**src/rtl/rvvi_ack_depacketizer.sv**
```systemverilog
// Receive-side parser for acknowledgement frames. Checks the Ethernet-style
// header against the local MAC and expected type fields, extracts the 64-bit
// acknowledged frame count, keeps the largest count seen, and derives a
// throttle signal from the number of frames still in flight.
module rvvi_ack_depacketizer #(
  parameter int unsigned CNT_WIDTH = 16,
  parameter int unsigned MIN_WORDS = 6
) (
  input  logic                 clk,
  input  logic                 reset,
  input  logic [31:0]          RxAxiTdata,
  input  logic                 RxAxiTvalid,
  input  logic                 RxAxiTlast,
  output logic                 RxAxiTready,
  input  logic [47:0]          LocalMac,
  input  logic [15:0]          EthType,
  input  logic [15:0]          AckType,
  input  logic [63:0]          TxFrameCount,
  input  logic [31:0]          MaxInFlight,
  output logic                 AckValid,
  output logic [63:0]          AckFrameCount,
  output logic                 Throttle,
  output logic [CNT_WIDTH-1:0] DropCount,
  output logic [CNT_WIDTH-1:0] ShortCount,
  output logic [CNT_WIDTH-1:0] StaleCount
);

  localparam int unsigned WW = $clog2(MIN_WORDS + 1);
  localparam logic [WW-1:0] W3   = WW'(3);
  localparam logic [WW-1:0] W4   = WW'(4);
  localparam logic [WW-1:0] W5   = WW'(5);
  localparam logic [WW-1:0] WMAX = WW'(MIN_WORDS);

  typedef enum logic [2:0] {RST, HDR, CNT, DRAIN, COMMIT} state_t;

  state_t          state;
  state_t          stateNext;
  logic [WW-1:0]   wordIdx;
  logic [WW-1:0]   hdrIdx;
  logic            matchFlag;
  logic            matchNext;
  logic            pending;
  logic [63:0]     candidate;
  logic [63:0]     inFlight;
  logic            xfer;
  logic            shortEvt;
  logic            dropEvt;
  logic            commitAccept;
  logic            staleEvt;

  assign xfer     = RxAxiTvalid & RxAxiTready;
  assign inFlight = TxFrameCount - AckFrameCount;

  // State register.
  always_ff @(posedge clk) begin
    if (reset) state <= RST;
    else       state <= stateNext;
  end

  // Next-state decode from the word index and tlast of each transfer.
  always_comb begin
    stateNext = state;
    unique case (state)
      RST:    stateNext = HDR;
      HDR: begin
        if (xfer && !RxAxiTlast && wordIdx == W3)
          stateNext = matchNext ? CNT : DRAIN;
      end
      CNT: begin
        if (xfer) begin
          if (RxAxiTlast)         stateNext = (wordIdx == W5) ? COMMIT : HDR;
          else if (wordIdx == W5) stateNext = DRAIN;
        end
      end
      DRAIN: begin
        if (xfer && RxAxiTlast) stateNext = pending ? COMMIT : HDR;
      end
      COMMIT: stateNext = HDR;
      default: stateNext = RST;
    endcase
  end

  // Outputs decoded from state alone.
  always_comb begin
    RxAxiTready = (state != RST);
  end

  // Header match accumulation and per-frame event decode. A word accepted in
  // COMMIT is the first word of the following frame, so it is matched as w0.
  always_comb begin
    hdrIdx = (state == COMMIT) ? '0 : wordIdx;
    unique case (hdrIdx)
      WW'(0):  matchNext = (RxAxiTdata == LocalMac[31:0]);
      WW'(1):  matchNext = matchFlag & (RxAxiTdata[15:0] == LocalMac[47:32]);
      W3:      matchNext = matchFlag & (RxAxiTdata == {AckType, EthType});
      default: matchNext = matchFlag;
    endcase
    shortEvt     = xfer & RxAxiTlast &
                   ((state == HDR) | (state == COMMIT) | ((state == CNT) & (wordIdx == W4)));
    dropEvt      = (state == DRAIN) & xfer & RxAxiTlast & ~pending;
    commitAccept = (state == COMMIT) & (candidate >= AckFrameCount);
    staleEvt     = (state == COMMIT) & ~commitAccept;
  end

  // Datapath: word counter, candidate capture, ack commit, statistics, throttle.
  always_ff @(posedge clk) begin
    if (reset) begin
      wordIdx       <= '0;
      matchFlag     <= 1'b0;
      pending       <= 1'b0;
      candidate     <= '0;
      AckFrameCount <= '0;
      AckValid      <= 1'b0;
      Throttle      <= 1'b0;
      DropCount     <= '0;
      ShortCount    <= '0;
      StaleCount    <= '0;
    end else begin
      AckValid <= 1'b0;
      Throttle <= (inFlight > {32'b0, MaxInFlight});

      if (state == RST)
        wordIdx <= '0;
      else if (state == COMMIT)
        wordIdx <= (xfer && !RxAxiTlast) ? WW'(1) : '0;
      else if (xfer)
        wordIdx <= RxAxiTlast ? '0 : ((wordIdx == WMAX) ? WMAX : wordIdx + WW'(1));

      if (xfer && (state == HDR || state == COMMIT))
        matchFlag <= matchNext;

      if (state == CNT && xfer) begin
        if (wordIdx == W4) candidate[31:0]  <= RxAxiTdata;
        if (wordIdx == W5) candidate[63:32] <= RxAxiTdata;
        if (wordIdx == W5 && !RxAxiTlast) pending <= 1'b1;
      end

      if (state == COMMIT) begin
        pending <= 1'b0;
        if (commitAccept) begin
          AckFrameCount <= candidate;
          AckValid      <= 1'b1;
        end
      end

      if (shortEvt && ShortCount != '1) ShortCount <= ShortCount + 1'b1;
      if (dropEvt  && DropCount  != '1) DropCount  <= DropCount  + 1'b1;
      if (staleEvt && StaleCount != '1) StaleCount <= StaleCount + 1'b1;
    end
  end

endmodule
```
**config.mk**
```make
export PLATFORM = sky130hd
export DESIGN_NAME = rvvi_ack_depacketizer
export DESIGN_NICKNAME = d
export VERILOG_FILES = /design/src/rtl/rvvi_ack_depacketizer.sv
export SDC_FILE = /design/constraint.sdc
export NUM_CORES = 1
export LEC_CHECK = 0
export ABC_AREA = 1
export BUFFER_PORTS_ARGS = -buffer_cell sky130_fd_sc_hd__buf_2
export CAP_MARGIN = 0
export CORE_MARGIN = 2
export CORE_UTILIZATION = 57
export CTS_CLUSTER_DIAMETER = 150
export DETAILED_ROUTE_END_ITERATION = 10
export MAX_ROUTING_LAYER = met4
export PLACE_DENSITY = 0.78
export SETUP_SLACK_MARGIN = 0.3
export SKIP_CTS_REPAIR_TIMING = 1
export SLEW_MARGIN = 20
export SYNTH_ARGS = -nofsm -noshare
export SYNTH_HDL_FRONTEND = slang
export SYNTH_SLANG_ARGS = --single-unit
```
**constraint.sdc**
```tcl
create_clock -name clk -period 3.45 [get_ports clk]
set_input_delay 0.1725 -clock clk [delete_from_list [all_inputs] [get_ports clk]]
set_output_delay 0.1725 -clock clk [all_outputs]
set_load 0.005 [all_outputs]
```
### Word-level counts from Yosys, hierarchy flattened

Index checks and enable logic that the tools add are counted.

* word-level logic and storage cells: 96
* output and inout port bits: 115
* flip-flop bits (word level): 186
* input port bits: 212

* muxes and demuxes: 17
* reductions and logical operators: 24
* $add $sub $neg: 5
* bitwise gates (word level): 16
* $lt $le $gt $ge: 2
* equal/unequal tests: 20

Operators by type and width (number)
* $eq 32x32->1: 2
* $ge 64x64->1: 1
* $gt 64x32->1: 1
* $sub 64x64->64: 1
* $add 16x1->16 const B: 3
* $ne 16x16->1 const B: 3
* $mux 3: 12
* $eq 16x16->1: 1
* $eq 3x2->1 const B: 4
* $eq 3x3->1 const B: 4
* $pmux 3 s4: 1
* $and 1x1->1: 11
* $logic_and 1x1->1: 9
* $reduce_and 2->1: 4
* $reduce_or 2->1: 4
* $eq 3x1->1 const B: 2
* $logic_not 3->1: 2
* $ne 2x2->1 const B: 3
* $reduce_and 4->1: 1
* $add 3x1->3 const B: 1
* $mux 1: 3
* $ne 3x3->1 const B: 1
* $not 1->1: 3
* $pmux 1 s3: 1
* 5 further kinds: 6

### Logic depth before layout (Yosys ltp)

* depth in word-level cells: 7
* gate-level depth with buffers: 28
* mapped depth without buffers: 28

### Worst setup path after synthesis

Ideal clock, no wire load.

* path type: reg2reg
* start point: register AckFrameCount[0]
* end point: register Throttle
* buffers on the path: 0
* data required time: 3.322 ns
* clock period less this slack: 3.095 ns
* arrival: 2.967 ns
* library setup time: 0.128 ns
* path slack: 0.355 ns
* cell stages (with the launch flop): 27
* cells stage by stage: dfxtp_1 -> ha_1 -> inv_1 -> fa_1 -> nand3_1 -> nand3_1 -> nand2_1 -> nand2_1 -> nand2_1 -> nand2_1 -> nand2_1 -> nand2_1 -> xor2_1 -> ha_1 -> nand2_1 -> nor2_1 -> nand4_1 -> nor2_1 -> nand4_1 -> nand2_1 -> nand2_1 -> nor2_1 -> nand3_1 -> nor2_1 -> nand2_1 -> nor2_1 -> nor2_1

* word-level cells in the longest chain between the ends: 2

RTL lines
* start, declared: line 21 `output logic [63:0] AckFrameCount,`
* start signal, assigned: line 141 `AckFrameCount <= candidate;`
* $sub 64x64->64: line 52 `assign inFlight = TxFrameCount - AckFrameCount;`
* $gt 64x32->1: line 120 `Throttle <= (inFlight > {32'b0, MaxInFlight});`
* end signal, assigned: line 120
* end, declared: line 22 `output logic Throttle,`

Every way passes these cells.
A chain may end at the register's enable or synchronous reset.

### Worst setup path in the final report

* start point: register AckFrameCount[11]
* end point: register Throttle

Same word-level chain as after synthesis.

==> impl_results.md <==
- Hold-critical path depth: 3
- Worst hold path startpoint: RxAxiTdata[31]
- Antenna viol nets, final: 0
- Bufs on Longest Clock Path: 2
- Hold_ws: 0.101 ns
- Drt first-iter violations: roughly 2000
- Pin count of the biggest net entering global routing: 82
- Share of layout cells above drive strength 1: 0.188
- GRT met2 Usage: 0.672
- Worst Tran Pin Value: 0.959 ns
- Reg-to-Reg Start: AckFrameCount[11]$_SDFFE_PP0P_
- Top cells by area, synth: dfxtp_1 (22%), nand2_1 (19%), ha_1 (12%)
- Worst skew pair latency: around 0.45 ns
- M3 GR Usage: 0.0600
- Final setup viols: 0
- Final WS setup: 0.0827 ns
- Critical Path Start Type: flip-flop
- Hold path endpoint: candidate[31]$_SDFFE_PP0P_
- Ys flop type: dfxtp_1
- Arrival @ worst endpoint: 3.69 ns
- Post-synth top area cell: dfxtp_1
- EDFF count, synth: 0
- CTS H-Tree Depth: 4
- Overall Power: a little under 6 mW
- P&R area growth vs syn: 22.0%
- Initial antenna violation count: 1
- Num CTS Buffers: 17
- Mapped Nets: 3194
- FMAX: 297 MHz
- Lkg Pwr: between 10 and 15 nW
- Pwr per Cell Area: 284 nW/um^2
- Post-Synthesis Cells: 2814
- Peak VDD IR: 0.000307 V
- Routed wire length: 65000 um
- Worst-path clk slew: 0.08 ns
- Worst Skew: approximately 0.017 ns
- CTS root buf: clkbuf_16
- GRT Residual Overflow: 0
- Status: finished, final reports clean
- Most frequent cell after synthesis: nand2_1
- Vias in the first global route: 18700
- Fillers: roughly 2500
- Num ports: roughly 330
- Post-detail-place hpwl: approximately 50000 um
- Min-delay worst type: input port to flip-flop
- Die ar.: 30900 um^2
- Clk sinks: 186
- Final hold vios: 0
- GRT Util Overall: 0.410
- Crit path buffers/inverters: 3
- CP max stage cell: dfxtp_2
- Die X: 176 um
- Synth top cells by count: nand2_1 (839), inv_1 (535), a21oi_1 (269)
- Initial Util: 0.583
- Synth Register Bits: 186
- Final net count: 3551
- PortBufs: 326
- Crit share post-route: 0.976
- Crit Reg-Reg Endpoint: Throttle$_SDFF_PP0_
- Worst setup EP type: flip-flop
- Data required time of the critical path: 3.77 ns
- RSZ-0062 raised after global routing: yes
- Gr busiest metal: met2
- Max transition margin: 0.361
- FFs w/ async S/R, synth: 0
- Ys Warns: 0
- Die span in y: 176 um
- Max-cap violations: 0
- Drt via density: about 5.6
- Max-slew violations: 0
- Unique masters post-synth: 42
- Register area share after synthesis: 0.221
- Post-Syn Area: ~17000 um^2
- First-pass GRT wire length: ~96000 um
- FF-to-FF setup slack: around 0.083 ns
- Post-synth top area share: 0.221
- TritonCTS clock tree: built
- Vias: between 20000 and 25000
- GR Layer Usage met1: 0.496
- # rows: 62
- Syn Area/Cell: around 6.0 um^2
- Critical path's top delay family: simple AND/OR/NAND/NOR gates
- Gpl congestion: 1.05
- Final core occ: 0.711
- Critical Path Stages: 25
- Pre-CTS WS: -0.0462 ns
- Most used cell, CP: nand2_1
- Critical path type: flip-flop to flip-flop
- Largest stage delay on the critical path: 0.35 ns
- Reg2Reg Depth: 25
- Core ar.: 28900 um^2
- DR DRC count: 0
- Post-layout minimum cycle time: 3.37 ns
- Routed wire per std cell: about 18 um
- First-pass DRT Iterations: 9
- Critical-path maximum fanout: 4
==> kinds of logic after synthesis <==
group / Yosys count / share of synthesized area
AO/OA/AOI/OAI: 423 / 0.131
XOR/XNOR: 102 / 0.0531
adder cells (fa/ha/maj): 168 / 0.125
buffers and inverters: 595 / 0.137
flip-flops: 186 / 0.221
AND/OR/NAND/NOR: 1340 / 0.332
==> report_power, final <==
group          internal, mW  total [mW]  leakage (nW)  switching [mW]
clock                  1.20        2.16         0.308           0.963
sequential             2.16        2.18          1.51          0.0194
combinational         0.559        1.48          8.83           0.925
total                  3.92        5.82          10.6            1.91
==> worst register-to-register path, stage by stage, from the launching register on <==
cell and delay, ns:
dfxtp_2 0.35, inv_2 0.08, ha_4 0.32, nand2_2 0.09
inv_1 0.08, nand2_1 0.09, buf_4 0.15, nor2_1 0.15
nand4_1 0.16, nand3_2 0.15, xor2_2 0.18, ha_1 0.27
a21oi_1 0.15, o21ai_0 0.10, nand2_1 0.07, a21oi_1 0.06
nor2_1 0.10, nand2_1 0.06, nand2_1 0.09, nand2_1 0.07
nor2_2 0.13, nand3_1 0.09, nor2_1 0.09, nand2_1 0.05
nor2_1 0.11, nor2_1 0.05
==> flip-flops by register name, indices dropped and copies added (netlist names), 3 cells and up <==
signal,cells
ShortCount,16
DropCount,16
StaleCount,16
wordIdx,3
candidate,64
state,3
AckFrameCount,64
==> cell usage in the layout (no fill, tap or decap), drive strengths merged, types with 18 or more instances in the layout <==
cell    instances
inv           542
a21oi         269
clkbuf         18
buf           397
nand3         158
o21ai         120
xnor2          42
ha            167
dfxtp         186
nand4          58
nand2         842
xor2           60
nor3           44
nor2          206
==> layout make-up <==
cell class,instances,area [um^2],area share
inverters,536,2020,0.0982
clock inverters,14,201,0.00982
multi-input cells,2033,11400,0.558
repair buffers,397,2190,0.107
clock buffers,18,439,0.0214
flip-flops and latches,186,3740,0.182
well taps,384,480,0.0234
diodes,3,7.51,0.000366
==> metrics by stage <==
| stage | instances | instance area (um^2) | TNS (ns) |
|---|---|---|---|
| 2_1_floorplan | 2814 | 16800 | 0 |
| 3_3_place_gp | 3532 | 19200 | -0.0412 |
| 3_5_place_dp | 3532 | 19200 | -0.0462 |
| 4_1_cts | 3564 | 19800 | -0.0725 |
| 5_1_grt | 3569 | 20500 | -0.169 |
| 6_report | 3571 | 20500 | 0 |
==> per-layer routing <==
layer  routed length (um)  vias up
met3                 6320      226
met2                30100     1194
met5                    0        -
li1                     -     9601
met1                25100     9060
met4                 3520        0
==> worst max path at each step <==
stage                                   start                   to  slack, ns
3_3_place_gp   AckFrameCount[23]$_SDFFE_PP0P_  Throttle$_SDFF_PP0_      -0.04
6_report       AckFrameCount[11]$_SDFFE_PP0P_  Throttle$_SDFF_PP0_       0.08
5_1_grt         AckFrameCount[7]$_SDFFE_PP0P_  Throttle$_SDFF_PP0_      -0.17
3_5_place_dp   AckFrameCount[23]$_SDFFE_PP0P_  Throttle$_SDFF_PP0_      -0.05
2_1_floorplan   AckFrameCount[0]$_SDFFE_PP0P_  Throttle$_SDFF_PP0_       0.36
4_1_cts        AckFrameCount[11]$_SDFFE_PP0P_  Throttle$_SDFF_PP0_      -0.07
Power figures use the tool's default switching activity.
